File: src/rtl/d_latch_sync_pkg.sv
// -----------------------------------------------------------------------------
// d_latch_sync_pkg
//   Shared definitions for the d_latch_sync flop-based latch bank.
//   - DEF_WIDTH   : default data width of the latch bank.
//   - SYNC_STAGES : depth of the optional enable synchronizer.
//   - sel_q()     : per-bit output mux used for transparent mode.
//   Related configuration macro: D_LATCH_SYNC_SYNC_EN (see d_latch_sync.sv).
// -----------------------------------------------------------------------------
`timescale 1ns/100ps

package d_latch_sync_pkg;

  localparam int DEF_WIDTH   = 1;
  localparam int SYNC_STAGES = 2;

  // Per-bit latch output mux. The conditional operator is used on purpose:
  // an X on en merges both sources instead of silently picking one, so X is
  // only hidden when both sources agree.
  function automatic logic sel_q(input logic en, input logic d, input logic held);
    return en ? d : held;
  endfunction

endpackage : d_latch_sync_pkg

File: src/rtl/en_sync2.sv
// -----------------------------------------------------------------------------
// en_sync2
//   Two-flop synchronizer for a single-bit level signal. Both stages reset
//   asynchronously to 0, so the synchronized output reads 0 out of reset.
//   Only instantiated by d_latch_sync when D_LATCH_SYNC_SYNC_EN is defined.
// Ports:
//   clk    in   1  sampling clock, rising edge
//   rst_n  in   1  async active-low reset
//   d      in   1  asynchronous input level
//   q      out  1  synchronized level, SYNC_STAGES edges behind d
// -----------------------------------------------------------------------------
`timescale 1ns/100ps

module en_sync2
  import d_latch_sync_pkg::*;
(
  input  logic clk,
  input  logic rst_n,
  input  logic d,
  output logic q
);

  logic [SYNC_STAGES-1:0] sync_r;

  // Shift the input through the synchronizer chain.
  always_ff @(posedge clk or negedge rst_n) begin
    if (!rst_n) begin
      sync_r <= {SYNC_STAGES{1'b0}};
    end else begin
      sync_r <= {sync_r[SYNC_STAGES-2:0], d};
    end
  end

  assign q = sync_r[SYNC_STAGES-1];

endmodule : en_sync2

File: src/rtl/d_latch_sync.sv
// -----------------------------------------------------------------------------
// d_latch_sync
//   Latch-semantics data bank built from flops. While en=1 the output is
//   transparent (q follows d combinationally); while en=0 it holds the value
//   captured at the last rising clock edge that saw en=1. The storage is a
//   plain flop bank, so timing analysis sees ordinary registers.
//
// Parameters:
//   WIDTH      data width in bits (>=1)
//   RESET_VAL  value loaded into the hold register on reset
//
// Ports:
//   clk      in   1      sampling clock, rising edge
//   rst_n    in   1      async active-low reset
//   d        in   WIDTH  data input
//   en       in   1      latch enable: 1 = transparent, 0 = hold
//   q        out  WIDTH  latch output
//   qn       out  WIDTH  bitwise complement of q
//   held     out  WIDTH  registered hold value
//   capture  out  1      1-cycle pulse on the cycle after en falls 1->0
//   changed  out  1      1-cycle pulse when held takes a new value
//
// Configuration macro D_LATCH_SYNC_SYNC_EN:
//   defined   -> en goes through a 2-flop synchronizer; q = held (fully
//                registered, no combinational d->q path).
//   undefined -> en is used directly; combinational transparency.
// -----------------------------------------------------------------------------
`timescale 1ns/100ps

module d_latch_sync
  import d_latch_sync_pkg::*;
#(
  parameter int               WIDTH     = DEF_WIDTH,
  parameter logic [WIDTH-1:0] RESET_VAL = {WIDTH{1'b0}}
) (
  input  logic             clk,
  input  logic             rst_n,
  input  logic [WIDTH-1:0] d,
  input  logic             en,
  output logic [WIDTH-1:0] q,
  output logic [WIDTH-1:0] qn,
  output logic [WIDTH-1:0] held,
  output logic             capture,
  output logic             changed
);

  // Enable actually used by the hold logic (raw or synchronized).
  logic             en_use_s;

  logic [WIDTH-1:0] held_r;
  logic [WIDTH-1:0] held_next_s;
  logic             en_q_r;
  logic             capture_r;
  logic             changed_r;
  // Set at the first edge after reset release; keeps the initial reload of
  // held from being reported as a change.
  logic             run_r;
  logic [WIDTH-1:0] q_s;

`ifdef D_LATCH_SYNC_SYNC_EN
  en_sync2 u_en_sync (
    .clk   (clk),
    .rst_n (rst_n),
    .d     (en),
    .q     (en_use_s)
  );
`else
  assign en_use_s = en;
`endif

  // Next hold value: follow d while enabled, otherwise keep the current value.
  // The conditional operator keeps an X enable visible downstream.
  always_comb begin
    held_next_s = held_r;
    held_next_s = en_use_s ? d : held_r;
  end

  // Hold register, enable history, capture and change pulses.
  always_ff @(posedge clk or negedge rst_n) begin
    if (!rst_n) begin
      held_r    <= RESET_VAL;
      en_q_r    <= 1'b0;
      capture_r <= 1'b0;
      changed_r <= 1'b0;
      run_r     <= 1'b0;
    end else begin
      held_r    <= held_next_s;
      en_q_r    <= en_use_s;
      // en_q_r still holds the previous sample, so this fires on the first
      // edge that sees the enable low after it was high.
      capture_r <= en_q_r & ~en_use_s;
      changed_r <= run_r & (held_next_s != held_r);
      run_r     <= 1'b1;
    end
  end

  // Output mux. Reset forces the reset value onto q regardless of en/d.
  always_comb begin
    q_s = RESET_VAL;
    if (!rst_n) begin
      q_s = RESET_VAL;
    end else begin
`ifdef D_LATCH_SYNC_SYNC_EN
      q_s = held_r;
`else
      for (int i = 0; i < WIDTH; i++) begin
        q_s[i] = sel_q(en, d[i], held_r[i]);
      end
`endif
    end
  end

  assign q       = q_s;
  assign qn      = ~q_s;
  assign held    = held_r;
  assign capture = capture_r;
  assign changed = changed_r;

endmodule : d_latch_sync

File: config.mk
export PLATFORM = sky130hd
export DESIGN_NAME = d_latch_sync
export DESIGN_NICKNAME = d
export VERILOG_FILES = /design/src/rtl/d_latch_sync_pkg.sv /design/src/rtl/en_sync2.sv /design/src/rtl/d_latch_sync.sv
export SDC_FILE = /design/constraint.sdc
export NUM_CORES = 1
export LEC_CHECK = 0
export ABC_AREA = 1
export CORE_AREA = 2 2 39 41
export CTS_CLUSTER_SIZE = 28
export DETAILED_ROUTE_END_ITERATION = 6
export DIE_AREA = 0 0 41 43
export SLEW_MARGIN = 20
export SYNTH_ARGS = -nofsm -noshare
export SYNTH_HDL_FRONTEND = slang
export SYNTH_SLANG_ARGS = --single-unit
File: constraint.sdc
create_clock -name clk -period 0.83 [get_ports clk]
set_input_delay 0.166 -clock clk [delete_from_list [all_inputs] [get_ports clk]]
set_output_delay 0.166 -clock clk [all_outputs]
set_load 0.05 [all_outputs]
==> Word level (Yosys, flattened, before mapping) <==
Index checks and enable logic that the tools add are counted.
{ "totals": {"reg_bits": 5, "inputBits": 4, "out_inout_bits": 5, "wordCells": 12} }
{ "op_classes": {"n_eq_ne": 1, "mux": 2, "n_bitwise": 4} }
{ "ops": {"columns": ["op", "n"], "rows": [
  ["bitwise AND 1 bit", 2],
  ["two-way mux 1 bit", 2],
  ["NOT 1 bit", 2],
  ["!= test 1 bit", 1]
]} }

==> Logic depth before layout (Yosys ltp) <==
{ "logic_depth": {"depth_word": 3, "depth_mapped": 5, "mapped_depth_nobuf": 5} }

==> Worst setup path before layout <==
Ideal clock, no wire load.
{ "synth_path": {"kind": "register -> output", "startpoint": "register held_r, in the netlist held", "endpoint": "output port q", "arrival_time_ns": 1.462, "required_ns": 0.664, "setup_slack_ns": -0.798, "stages_incl_launch_ff": 3, "path_buffers": 0, "path_cell_list": "dfrtp_1 > o21ai_1 > nor2_1"} }
{ "synth_via": {"elab_chain_cells": 2} }
{ "synth_rtl": {"columns": ["element", "line_no", "rtl"], "rows": [
  ["start: declaration", "d_latch_sync.sv:50", "logic [WIDTH-1:0] held_r;"],
  ["start signal: assignment", "d_latch_sync.sv:87", "held_r <= held_next_s;"],
  ["two-way mux 1 bit", "d_latch_sync_pkg.sv:20", "return en ? d : held;"],
  ["two-way mux 1 bit", "d_latch_sync.sv:100", "if (!rst_n) begin"],
  ["end: declaration", "d_latch_sync.sv:40", "output logic [WIDTH-1:0] q,"]
]} }
Every way passes these cells.

==> Worst setup path in the final report <==
{ "layout_path": {"startpoint": "register held_r, in the netlist held", "endpoint": "output port qn"} }
{ "layout_via": {"elab_chain_cells": 3} }
{ "layout_rtl": {"columns": ["element", "line_no", "rtl"], "rows": [
  ["two-way mux 1 bit", null, null],
  ["net held_next_s", "d_latch_sync.sv:51", "logic [WIDTH-1:0] held_next_s;"],
  ["two-way mux 1 bit", "d_latch_sync.sv:100", null],
  ["NOT 1 bit", "d_latch_sync.sv:114", "assign qn = ~q_s;"],
  ["end: declaration", "d_latch_sync.sv:41", "output logic [WIDTH-1:0] qn,"]
]} }
The timed path passes the listed nets, and every way through them passes these cells.

==> summary.md <==
| Metric | Value |
|---|---|
| Outcome | `finished with violations` |
| Failing checks | `setup timing` |
| Synth Area per Inst | `9.614 µm²` |
| I/O pin cnt | `9` |
| Worst Hold End | `en_q_r` |
| Placement Setup Slack | `-0.6154 ns` |
| Crit share post-route | `1.527` |
| Library cells used by synthesis | `9` |
| Die area | `~1800 µm²` |
| DR vias | `172` |
| Design Power | `0.7946 mW` |
| WL met3 | `approximately 54 µm` |
| Die Height | `43 µm` |
| Reg2Reg Capture Point | `changed` |
| Nets@finish | `42` |
| Top layer in use | `met3` |
| CTS Buf Count | `3` |
| Post-Syn Instances | `19` |
| Final hold violations | `0` |
| Peak supply drop | `a little over 0.6 mV` |
| Min-Delay Path Class | `in -> reg` |
| TritonCTS clock tree | `yes` |
| Highest cell delay on the worst timing path | `around 0.42 ns` |
| Power density over the cells | `between 1500 and 2000 nW/µm²` |
| Critical path class | `reg -> out` |
| Overall routing resource usage | `0.06949` |
| Worst EP required | `around 0.66 ns` |
| Ant diodes | `0` |
| CP startpoint kind | `flip-flop` |
| R2r worst-path depth | `4` |
| Clk sinks | `5` |
| Initial Util | `0.1320` |
| Critical R2R Launch | `held` |
| Leakage power | `0.2151 nW` |
| DRT Pass-1 Iters | `1` |
| Worst-path maximum fanout | `2` |
| Slew Viols, Final | `0` |
| Detailed-route vias per instance | `around 3.2` |
| RePlAce Congestion | `approximately 0.64` |
| WL/cell | `around 8.5 µm` |
| Critical-path cell list | `o21ai_4, inv_2, nand2_4, buf_12` |
| HP Start | `en` |
| Largest net degree at the start of global routing | `6` |
| P&R area growth vs syn | `137.0%` |
| Metal2 WL | `~220 µm` |
| Final worst slack | `-0.4375 ns` |
| DR iter-0 viols | `0` |
| Crit path DAT | `about 1.1 ns` |
| R2r setup slk | `-0.11 ns` |
| Core area | `between 1000 and 1500 µm²` |
| Max clock buf depth | `2` |
| Site row count | `14` |
| Sequential share of the synthesized area | `0.6849` |
| Antenna violations before repair | `0` |
| Global-route wire length before repair | `~700 µm` |
| Worst Setup End Kind | `output port` |
| Total congestion overflow | `0` |
| Layout cells sized above 1 | `0.5405` |
| Clock transition at the registers of the reported paths | `0.05 ns` |
| RSZ-0062 raised after global routing | `true` |
| Yosys reg bits | `5` |
| Final wirelength | `~450 µm` |
| Fin Clk Skew | `0.00003408 ns` |
| Area of the mapped netlist | `around 180 µm²` |
| IO buf count | `8` |
| CP bufs+invs | `2` |
| Setup Viol. Count Final | `6` |
| Root buffer selected by CTS | `clkbuf_4` |
| Die Span X | `approximately 41 µm` |
| Worst path slowest cell | `dfrtp_2` |
| Vias in the first global route | `around 170` |
| Post-synthesis net count | `23` |
| Met1 wire length | `179 µm` |
| Top Family by Delay on Critical Path | `flip-flops` |
| Worst hold stages | `1` |
| Min cycle time layout | `1.267 ns` |
| DP HPWL | `between 300 and 400 µm` |
| Routed Antenna Nets | `0` |
| Yosys Warn Count | `0` |
| Top achievable clock speed | `approximately 790 MHz` |
| Max_cap viols | `0` |
| Insertion delay to the later sink of the worst-skew pair | `approximately 0.24 ns` |
| DRC | `0` |
| H-tree levels | `1` |
[flip-flops by register name, summed over array words and instances, names as in the netlist]
signal / count
capture: 1
changed: 1
en_q_r: 1
held: 1
run_r: 1
[power by group]
part / total, mW / leakage (nW) / internal (mW) / switching, mW
clock network: 0.279 / 0.0150 / 0.182 / 0.0978
logic: 0.243 / 0.140 / 0.120 / 0.123
registers: 0.272 / 0.0596 / 0.261 / 0.0110
total: 0.795 / 0.215 / 0.563 / 0.232
[how the worst max path moves through the flow]
stage	end	start	cells after the start	slack, ns
floorplan	qn	held	3	-0.26
global placement	qn	en	6	-0.58
detailed placement	qn	en	6	-0.62
CTS	qn	held	4	-0.46
global route	qn	held	4	-0.49
finish	qn	held	4	-0.44
[kinds of logic after synthesis]
| group | after synthesis | synth area share |
|---|---|---|
| flip-flops | 5 | 0.6849 |
| other | 1 | 0.02053 |
| AND/OR/NAND/NOR | 7 | 0.1575 |
| buffers and inverters | 4 | 0.08217 |
| AO/OA/AOI/OAI | 2 | 0.05474 |
[what timing repair did]
action                                  4_1_cts  5_1_grt
resized for setup                             3        1
endpoints found under the setup margin        7        6
hold buffers                                  0        0
endpoints found under the hold margin         0        0
buffers inserted                              1        1
[Yosys cell counts]
| library cell | number | share of area |
|---|---|---|
| conb_1 | 1 | 0.021 |
| o21ai_1 | 1 | 0.027 |
| nand2_1 | 3 | 0.062 |
| inv_2 | 1 | 0.021 |
| nor2_1 | 3 | 0.062 |
| dfrtp_1 | 5 | 0.68 |
| nand2_2 | 1 | 0.034 |
| inv_1 | 3 | 0.062 |
| a21oi_1 | 1 | 0.027 |
[cells in the final DEF (no fill, tap or decap), types with 2 or more instances in the layout]
cell	n
buf_4	5
nand2_1	2
dlygate4sd2_1	2
nor2_1	2
inv_1	3
dfrtp_1	4
clkbuf_4	3
buf_12	5
[final cells by class]
class / count / area [µm²]
well taps: 16 / 20.02
inverters: 4 / 15.01
multi-input cells: 10 / 68.82
flip-flops and latches: 5 / 126.4
repair buffers: 14 / 176.4
clock buffers: 4 / 26.28
fillers: 144 / 950.9
[metrics by stage]
step / std cells / TNS [ns] / hold slack (ns) / util / area (µm²)
finish: 53 / -1.536 / 0.3188 / 0.3128 / 432.9
global route: 53 / -1.753 / 0.3159 / 0.3128 / 432.9
CTS: 52 / -1.453 / 0.3137 / 0.3047 / 421.7
detailed placement: 47 / -2.214 / 0.4645 / 0.2803 / 387.9
global placement: 47 / -2.031 / 0.4557 / 0.2803 / 387.9
floorplan: 19 / -0.5693 / -0.1296 / - / 207.7
[per-layer routing]
| metal | track usage | up-vias |
|---|---|---|
| met3 | 0.06806 | 0 |
| met2 | 0.08438 | 8 |
| met4 | 0.06000 | 0 |
| met5 | 0 | - |
| li1 | - | 89 |
| met1 | 0.06494 | 75 |
Power figures use the tool's default switching activity.
